$ cat src/rtl/seg7_reader.sv
// Receive side of the 7-segment display link: synchronizes the segment bus,
// debounces it, decodes the hex digit and streams each new symbol out.
module seg7_reader #(
    parameter int unsigned STABLE_CYCLES = 4
) (
    input  logic       clk,
    input  logic       rst_n,
    input  logic [6:0] seg_in,
    output logic [3:0] out_data,
    output logic       out_valid,
    input  logic       out_ready,
    output logic       err_pulse,
    output logic [7:0] err_count,
    output logic       overrun
);

    localparam logic [7:0] STABLE_C = 8'(STABLE_CYCLES);

    typedef enum logic {
        EMPTY_S = 1'b0,
        FULL_S  = 1'b1
    } state_t;

    // Decode result packing: {legal, blank, value}.
    function automatic logic [5:0] seg_decode(input logic [6:0] seg);
        logic [5:0] res;
        res = 6'b00_0000;
        case (seg)
            7'h3F:   res = {1'b1, 1'b0, 4'h0};
            7'h06:   res = {1'b1, 1'b0, 4'h1};
            7'h5B:   res = {1'b1, 1'b0, 4'h2};
            7'h4F:   res = {1'b1, 1'b0, 4'h3};
            7'h66:   res = {1'b1, 1'b0, 4'h4};
            7'h6D:   res = {1'b1, 1'b0, 4'h5};
            7'h7D:   res = {1'b1, 1'b0, 4'h6};
            7'h07:   res = {1'b1, 1'b0, 4'h7};
            7'h7F:   res = {1'b1, 1'b0, 4'h8};
            7'h6F:   res = {1'b1, 1'b0, 4'h9};
            7'h77:   res = {1'b1, 1'b0, 4'hA};
            7'h7C:   res = {1'b1, 1'b0, 4'hB};
            7'h39:   res = {1'b1, 1'b0, 4'hC};
            7'h5E:   res = {1'b1, 1'b0, 4'hD};
            7'h79:   res = {1'b1, 1'b0, 4'hE};
            7'h71:   res = {1'b1, 1'b0, 4'hF};
            7'h00:   res = {1'b0, 1'b1, 4'h0};
            default: res = {1'b0, 1'b0, 4'h0};
        endcase
        return res;
    endfunction

    logic [6:0] s1_r;
    logic [6:0] s2_r;
    logic [6:0] s2_prev_r;
    logic [7:0] cnt_r;
    logic [6:0] last_r;
    state_t     state_r;
    logic [3:0] out_data_r;
    logic       out_valid_r;
    logic       err_pulse_r;
    logic [7:0] err_count_r;
    logic       overrun_r;

    logic [7:0] cnt_next_s;
    logic       accept_s;
    logic [5:0] dec_s;
    logic       legal_s;
    logic       illegal_s;
    logic       handshake_s;

    // Stability counter next value and accept/decode qualification.
    always_comb begin
        cnt_next_s = cnt_r;
        if (s2_r != s2_prev_r) begin
            cnt_next_s = 8'd0;
        end else if (cnt_r < STABLE_C) begin
            cnt_next_s = cnt_r + 8'd1;
        end else begin
            cnt_next_s = cnt_r;
        end
        // Accept only on the transition into the threshold, so a held pattern fires once.
        accept_s    = (cnt_next_s == STABLE_C) && (cnt_r != STABLE_C) && (s2_r != last_r);
        dec_s       = seg_decode(s2_r);
        legal_s     = accept_s && dec_s[5];
        illegal_s   = accept_s && !dec_s[5] && !dec_s[4];
        handshake_s = out_valid_r && out_ready;
    end

    // Input synchronizer, debounce counter and last accepted pattern.
    always_ff @(posedge clk) begin
        if (!rst_n) begin
            s1_r      <= 7'h00;
            s2_r      <= 7'h00;
            s2_prev_r <= 7'h00;
            cnt_r     <= 8'd0;
            last_r    <= 7'h00;
        end else begin
            s1_r      <= seg_in;
            s2_r      <= s1_r;
            s2_prev_r <= s2_r;
            cnt_r     <= cnt_next_s;
            if (accept_s) begin
                last_r <= s2_r;
            end
        end
    end

    // Output stream state machine with error and overrun reporting.
    always_ff @(posedge clk) begin
        if (!rst_n) begin
            state_r     <= EMPTY_S;
            out_data_r  <= 4'h0;
            out_valid_r <= 1'b0;
            err_pulse_r <= 1'b0;
            err_count_r <= 8'd0;
            overrun_r   <= 1'b0;
        end else begin
            err_pulse_r <= illegal_s;
            if (illegal_s && (err_count_r != 8'hFF)) begin
                err_count_r <= err_count_r + 8'd1;
            end
            case (state_r)
                EMPTY_S: begin
                    if (legal_s) begin
                        out_data_r  <= dec_s[3:0];
                        out_valid_r <= 1'b1;
                        state_r     <= FULL_S;
                    end
                end
                FULL_S: begin
                    if (legal_s) begin
                        // A consumer draining this very cycle frees the slot for the new digit.
                        if (handshake_s) begin
                            out_data_r <= dec_s[3:0];
                        end else begin
                            overrun_r <= 1'b1;
                        end
                    end else if (handshake_s) begin
                        out_valid_r <= 1'b0;
                        state_r     <= EMPTY_S;
                    end
                end
                default: begin
                    out_valid_r <= 1'b0;
                    state_r     <= EMPTY_S;
                end
            endcase
        end
    end

    assign out_data  = out_data_r;
    assign out_valid = out_valid_r;
    assign err_pulse = err_pulse_r;
    assign err_count = err_count_r;
    assign overrun   = overrun_r;

endmodule

$ cat config.mk
export PLATFORM = sky130hd
export DESIGN_NAME = seg7_reader
export DESIGN_NICKNAME = d
export VERILOG_FILES = /design/src/rtl/seg7_reader.sv
export SDC_FILE = /design/constraint.sdc
export NUM_CORES = 1
export LEC_CHECK = 0
export BUFFER_PORTS_ARGS = -buffer_cell sky130_fd_sc_hd__buf_2
export CORE_MARGIN = 5
export CORE_UTILIZATION = 60
export CTS_BUF_LIST = sky130_fd_sc_hd__clkbuf_2 sky130_fd_sc_hd__clkbuf_4 sky130_fd_sc_hd__clkbuf_8
export DETAILED_ROUTE_END_ITERATION = 6
export GPL_ROUTABILITY_DRIVEN = 0
export PLACE_DENSITY = 0.81
export SLEW_MARGIN = 20
export SYNTH_ARGS = -nofsm -noshare
export SYNTH_HDL_FRONTEND = slang
export SYNTH_SLANG_ARGS = --single-unit
$ cat constraint.sdc
create_clock -name clk -period 5.8 [get_ports clk]
set_input_delay 0.58 -clock clk [delete_from_list [all_inputs] [get_ports clk]]
set_output_delay 0.58 -clock clk [all_outputs]
set_load 0.05 [all_outputs]
==> run summary, run 1 <==
Skew-Pair Late Insertion Delay - 310 ps
Final Util - 68.2%
Slew Viols, Final - 0
GRT overflow - 0
core region area - 4060 um^2
maximum operating frequency - 337 MHz
initial core utilization - 63.0%
die width - 75.3 um
Synth Register Bits - 52
CP Cell Sequence - xnor2_1 -> nand4_1 -> a2111oi_4 -> and2_1 -> nand2_1 -> ha_1 -> nor3b_1 -> a31oi_2 -> mux2i_1
Hold Startpoint - s1_r[3]$_SDFF_PN0_
Setup Skew - 7.99 ps
hold_ws - 440 ps
largest fanout on the critical path - 22
Avg Cell Area, Syn - 8.63 um^2
dominant cells by area after synthesis - dfxtp_1 41%, nand2_1 5.7%, xnor2_1 5.5%, and2_1 5.4%, a21oi_1 4.3%
Die Area - 5660 um^2
Critical Path Max Stage Delay - 810 ps
GRT Util Overall - 18.8%
Port Buffers - 24
htree depth - 2
worst r2r dst - out_data[2]$_SDFFE_PN0P_
ant diodes - 0
Area Overhead vs Synth - 8.37%
synth warn - 0
Fill cells - 346
# setup viols final - 0
Peak VDD IR - 0.159 mV
CP max stage cell - dfxtp_1
Mapped Area - 2550 um^2
setup TNS - 0 ps
DRT Wirelength - 4780 um
Placed Cells - 348
Top FF cell, synth - dfxtp_1
per-cell routed wire length - 13.4 um
hold path depth - 1
status - completed
slew margin rel. - 50.9%
Final #Nets - 319
first-pass GRT wire length - 8400 um
hold bufs inserted after CTS - 0
Layout Cells excl Fill - 356
share of cells above drive strength 1 - 13.4%
number of cells produced by synthesis - 296
Final ANT Viol Nets - 0
standard-cell rows - 23
Hold Crit Endpoint - s2_r[3]$_SDFF_PN0_
CTS tree - done
Final period util - 51.1%
initial antenna violation count - 0
Synth top area share - 40.7%
Synth area leader - dfxtp_1
WP buf/inv - 0
Critical Path Start Type - register
worst hold path class - reg -> reg
Final Hold Fails - 0
CTS Buffer Depth - 2
Slew @ Worst Pin - 735 ps
PD cells - 244 nW/um^2
Worst EP arrival - 3150 ps
hpwl dp - 3240 um
Die Y-Extent - 75.3 um
total number of vias - 2083
DR iter-0 viols - 107
Syn Nets - 310
Reg2Reg Depth - 9
Pleak - 1.04 nW
CP endpoint kind - register
Max Cap Viol - 0
FFs w/ async S/R, synth - 0%
PostCTS Resize Cnt - 0
clk sink count - 52
EDFF count, synth - 0
family with the most delay on the worst path - simple AND/OR/NAND/NOR gates
min Tclk post-route - 2960 ps
r2r setup slk - 2840 ps
clock slew at reported path FFs - 90 ps
worst r2r src - s2_r[4]$_SDFF_PN0_
# DRC - 0
vias in the first global route - 1959
CP Data Required Time - 5990 ps
largest net degree at the start of global routing - 40
buffer count from post-CTS setup fixing - 0
Ports - 25
RSZ-0062 raised after global routing - no
Final Cell Area - 2770 um^2
Distinct cells, synth - 56
placed cell area - 2650 um^2
CTS buffer count - 5
post-synthesis sequential area ratio - 40.7%
Setup Crit Path Kind - reg -> reg
CTS root buf - clkbuf_8
vias per cell - 5.85
Detailed Routing Iterations Pass 1 - 4
## Yosys cell counts, drive strengths merged, types with 3 or more instances
library cell,instances
nand4,7
or4,5
nor2,13
o22ai,3
o31ai,6
and2,22
dfxtp,52
inv,5
nand3b,5
xnor2,16
nand3,10
or3,3
nand2,40
mux2i,5
a21oi,22
buf,8
ha,4
and3,7
clkbuf,14
nor3,7
o21ai,6
o211ai,3
## worst register-to-register path: stages (launching register included)
cell	delay [ps]
dfxtp_1	810
xnor2_1	190
nand4_1	180
a2111oi_4	350
and2_1	380
nand2_1	160
ha_1	230
nor3b_1	260
a31oi_2	120
mux2i_1	160
## layout by cell type (no fill, tap or decap), types with 2 or more instances in the layout
master,n
o211ai_1,3
o21ai_0,5
nand2_1,39
and2_1,22
inv_1,5
and3_1,7
o22ai_1,3
a21oi_1,22
nand2b_1,2
o31ai_1,6
or3_1,3
xnor2_1,16
dfxtp_1,52
a211oi_1,2
clkbuf_8,6
ha_1,4
nor3_1,7
buf_2,24
or4_1,5
nand3b_1,5
or4bb_1,2
nor2_1,12
a21o_1,2
nand3_1,9
nand4_1,7
mux2i_1,5
## stage by stage
stage                     power (mW)  worst slack [ps]
final                          0.677              2840
after global placement         0.424              2950
after global routing           0.706              2470
after floorplan                0.415              3220
after CTS                      0.684              2800
after detailed placement       0.425              2860
## flip-flops by register name, summed over array words and instances, names as in the netlist
signal / count
state_r: 1
s2_r: 7
s2_prev_r: 7
s1_r: 7
err_pulse: 1
last_r: 7
out_data: 4
err_count: 8
out_valid: 1
cnt_r: 8
overrun: 1
## cell type report
class / count / area, um^2 / area share [%]
tap: 50 / 62.6 / 2.26
inverter: 6 / 22.5 / 0.813
multi-input combinational: 216 / 1400 / 50.6
clock buffer: 6 / 82.6 / 2.98
sequential: 52 / 1040 / 37.6
timing repair buffer: 24 / 120 / 4.34
clock inverter: 2 / 38.8 / 1.40
## how the worst max path moves through the flow
| stage | from | cells after the start | end | slack [ps] |
|---|---|---|---|---|
| after CTS | s2_r[4]$_SDFF_PN0_ | 9 | out_data[2]$_SDFFE_PN0P_ | 2800 |
| after global routing | s2_r[4]$_SDFF_PN0_ | 9 | out_data[1]$_SDFFE_PN0P_ | 2470 |
| after floorplan | cnt_r[0]$_SDFF_PN0_ | 11 | out_data[0]$_SDFFE_PN0P_ | 3220 |
| after global placement | s2_r[4]$_SDFF_PN0_ | 9 | out_data[1]$_SDFFE_PN0P_ | 2950 |
| after detailed placement | s2_r[4]$_SDFF_PN0_ | 9 | out_data[2]$_SDFFE_PN0P_ | 2860 |
| final | s2_r[4]$_SDFF_PN0_ | 9 | out_data[2]$_SDFFE_PN0P_ | 2840 |
## cells by family (layout without fill, tap and decap cells)
group | Yosys count | after routing | share of synthesized area, %
adder cells (fa/ha/maj) | 5 | 5 | 2.35
flip-flops | 52 | 52 | 40.7
AND/OR/NAND/NOR | 133 | 133 | 29.6
XOR/XNOR | 17 | 17 | 5.83
buffers and inverters | 28 | 38 | 4.41
AO/OA/AOI/OAI | 56 | 56 | 15.1
multiplexers | 5 | 5 | 1.96
## metal layers
layer / up-vias / global-route usage (%) / share of wire, %
met5: - / 0 / 0
met4: 0 / 8.16 / 2.0
met3: 11 / 4.01 / 4.6
met2: 50 / 30.6 / 48
met1: 965 / 24.1 / 46
li1: 1057 / - / -
## power by group
| part | switching (mW) | internal, mW |
|---|---|---|
| Combinational | 0.0231 | 0.0176 |
| Clock | 0.119 | 0.141 |
| Sequential | 0.0125 | 0.363 |
Note: power is estimated with default switching activity, not from simulation.
==> inputs of run 2 (changes only) <==
Clock period 5.8 ns to 3.1 ns, I/O delays scaled along.
==> run 2 against run 1 <==
Design area up 1.4%; critical path depth up 1; count of clock-buffer cells in the layout down 1; total power up 76%; utilization up 0.99 points; die area unchanged; register-to-register slack worse by 2400 ps; sequential cell count unchanged; global-route usage up 0.75 points; via count up 2.6%.
==> run summary, run 2 (synthesis gave the netlist of run 1 again) <==
initial core utilization - 63.0% (unchanged)
ant diodes - 0 (unchanged)
status - completed
Final Hold Fails - 0 (unchanged)
PostCTS Resize Cnt - 0 (unchanged)
Setup Crit Path Kind - reg -> reg
Area Overhead vs Synth - 9.94%
min Tclk post-route - 2660 ps (-305 ps)
CTS tree - done
Pleak - 1.07 nW (+2.9%)
Ports - 25 (unchanged)
RSZ-0062 raised after global routing - no
clk sink count - 52 (unchanged)
Slew @ Worst Pin - 615 ps (-120 ps)
# DRC - 0 (unchanged)
Detailed Routing Iterations Pass 1 - 5 (+1)
die width - 75.3 um (unchanged)
Final #Nets - 328 (+2.8%)
DRT Wirelength - 4910 um (+2.8%)
hpwl dp - 3370 um (+4.1%)
clock slew at reported path FFs - 100 ps (about the same)
Fill cells - 332 (-4.0%)
hold bufs inserted after CTS - 0 (unchanged)
Hold Startpoint - seg_in[4]
PD cells - 423 nW/um^2 (+73%)
CP Cell Sequence - inv_1 -> ha_1 -> nand4b_2 -> a2111oi_4 -> and2_1 -> nand2_1 -> ha_1 -> nor3b_1 -> a31oi_2 -> mux2i_1
CP endpoint kind - register
vias per cell - 5.85 (about the same)
worst hold path class - in -> reg
family with the most delay on the worst path - simple AND/OR/NAND/NOR gates
Die Y-Extent - 75.3 um (unchanged)
worst r2r dst - out_data[1]$_SDFFE_PN0P_
initial antenna violation count - 0 (unchanged)
Placed Cells - 357 (+2.6%)
share of cells above drive strength 1 - 15.9% (+2.5 points)
DR iter-0 viols - 75 (-30%)
r2r setup slk - 440 ps (-2390 ps)
Die Area - 5660 um^2 (unchanged)
Worst EP arrival - 2860 ps (-290 ps)
htree depth - 2 (unchanged)
Layout Cells excl Fill - 365 (+2.5%)
WP buf/inv - 1 (+1)
Port Buffers - 24 (unchanged)
Final Util - 69.2% (+0.99 points)
Final ANT Viol Nets - 0 (unchanged)
Max Cap Viol - 0 (unchanged)
critical path's most frequent cell - ha_1
Slew Viols, Final - 0 (unchanged)
Reg2Reg Depth - 10 (+1)
commonest non-fill, non-tap cells in the layout - 52 x dfxtp_1, 39 x nand2_1, 24 x buf_2, 22 x a21oi_1, 22 x and2_1
placed cell area - 2720 um^2 (+2.6%)
standard-cell rows - 23 (unchanged)
vias in the first global route - 1966 (+0.36%)
largest net degree at the start of global routing - 40 (unchanged)
largest fanout on the critical path - 4 (-82%)
Critical Path Start Type - register
GRT overflow - 0 (unchanged)
Final period util - 85.8% (+35 points)
Final Cell Area - 2810 um^2 (+1.4%)
# setup viols final - 0 (unchanged)
Critical Path Max Stage Delay - 460 ps (-350 ps)
CP Data Required Time - 3300 ps (-2690 ps)
maximum operating frequency - 376 MHz (+11%)
Skew-Pair Late Insertion Delay - 310 ps (about the same)
CTS root buf - clkbuf_8
setup TNS - 0 ps (unchanged)
hold path depth - 2 (+1)
CP max stage cell - a2111oi_4
Peak VDD IR - 0.391 mV (+150%)
Setup Skew - 4.14 ps (-3.85 ps)
commonest non-fill, non-tap cell in the layout - dfxtp_1
CTS buffer count - 5 (unchanged)
CTS Buffer Depth - 2 (unchanged)
Hold Crit Endpoint - s1_r[4]$_SDFF_PN0_
first-pass GRT wire length - 8620 um (+2.6%)
total number of vias - 2137 (+2.6%)
worst r2r src - cnt_r[0]$_SDFF_PN0_
buffer count from post-CTS setup fixing - 0 (unchanged)
slew margin rel. - 58.9% (+8.0 points)
core region area - 4060 um^2 (unchanged)
per-cell routed wire length - 13.4 um (+0.23%)
GRT Util Overall - 19.6% (+0.75 points)
==> run 2: changes by cell type in the layout (fill, tap and decap cells not counted), sizes merged <==
| cell | before | now |
|---|---|---|
| buf | 24 | 33 |
| inv | 5 | 7 |
| bufinv | 1 | 0 |
| clkbuf | 6 | 5 |
| clkinv | 2 | 1 |
| clkinvlp | 0 | 1 |
==> run 2: area by class of cell <==
class	count	area, um^2	area share, %
inverter	6	22.5	0.802
clock inverter	3	25.0	0.891
timing repair buffer	33	188	6.68
clock buffer	5	68.8	2.45
multi-input combinational	216	1400	49.9
sequential	52	1040	37.1
tap	50	62.6	2.23
==> run 2: worst max path at each step <==
| stage | startpoint | end | slack (ps) | cells past startpoint |
|---|---|---|---|---|
| 3_5_place_dp | cnt_r[0]$_SDFF_PN0_ | out_data[3]$_SDFFE_PN0P_ | 440 | 10 |
| 6_report | cnt_r[0]$_SDFF_PN0_ | out_data[1]$_SDFFE_PN0P_ | 440 | 10 |
| 5_1_grt | cnt_r[0]$_SDFF_PN0_ | out_data[2]$_SDFFE_PN0P_ | 250 | 10 |
| 3_3_place_gp | s2_r[5]$_SDFF_PN0_ | out_data[3]$_SDFFE_PN0P_ | 500 | 10 |
| 2_1_floorplan | cnt_r[0]$_SDFF_PN0_ | out_data[0]$_SDFFE_PN0P_ | 520 | 11 |
| 4_1_cts | cnt_r[0]$_SDFF_PN0_ | out_data[1]$_SDFFE_PN0P_ | 420 | 10 |
==> run 2: per-stage QoR <==
stage	power [mW]	worst slack (ps)	hold WS, ps
global placement	0.801	500	414
CTS	1.20	420	190
global route	1.25	250	189
finish	1.19	441	201
floorplan	0.777	516	412
detailed placement	0.803	442	420
==> run 2: report_power, final <==
part	total (mW)	leakage, nW	switching (mW)	internal [mW]
registers	0.696	0.423	0.0164	0.680
logic	0.0915	0.605	0.0520	0.0395
clock network	0.401	0.0452	0.236	0.165
==> run 2: metal layers <==
layer  global-route usage (%)  wire, um  part of all wire (%)  vias up
li1                         -         -                     -     1084
met1                     24.1      2230                    45      995
met2                     33.8      2370                    48       50
met3                     4.94       246                   5.0        8
met4                     5.63        55                   1.1        0
met5                        0         0                     0        -
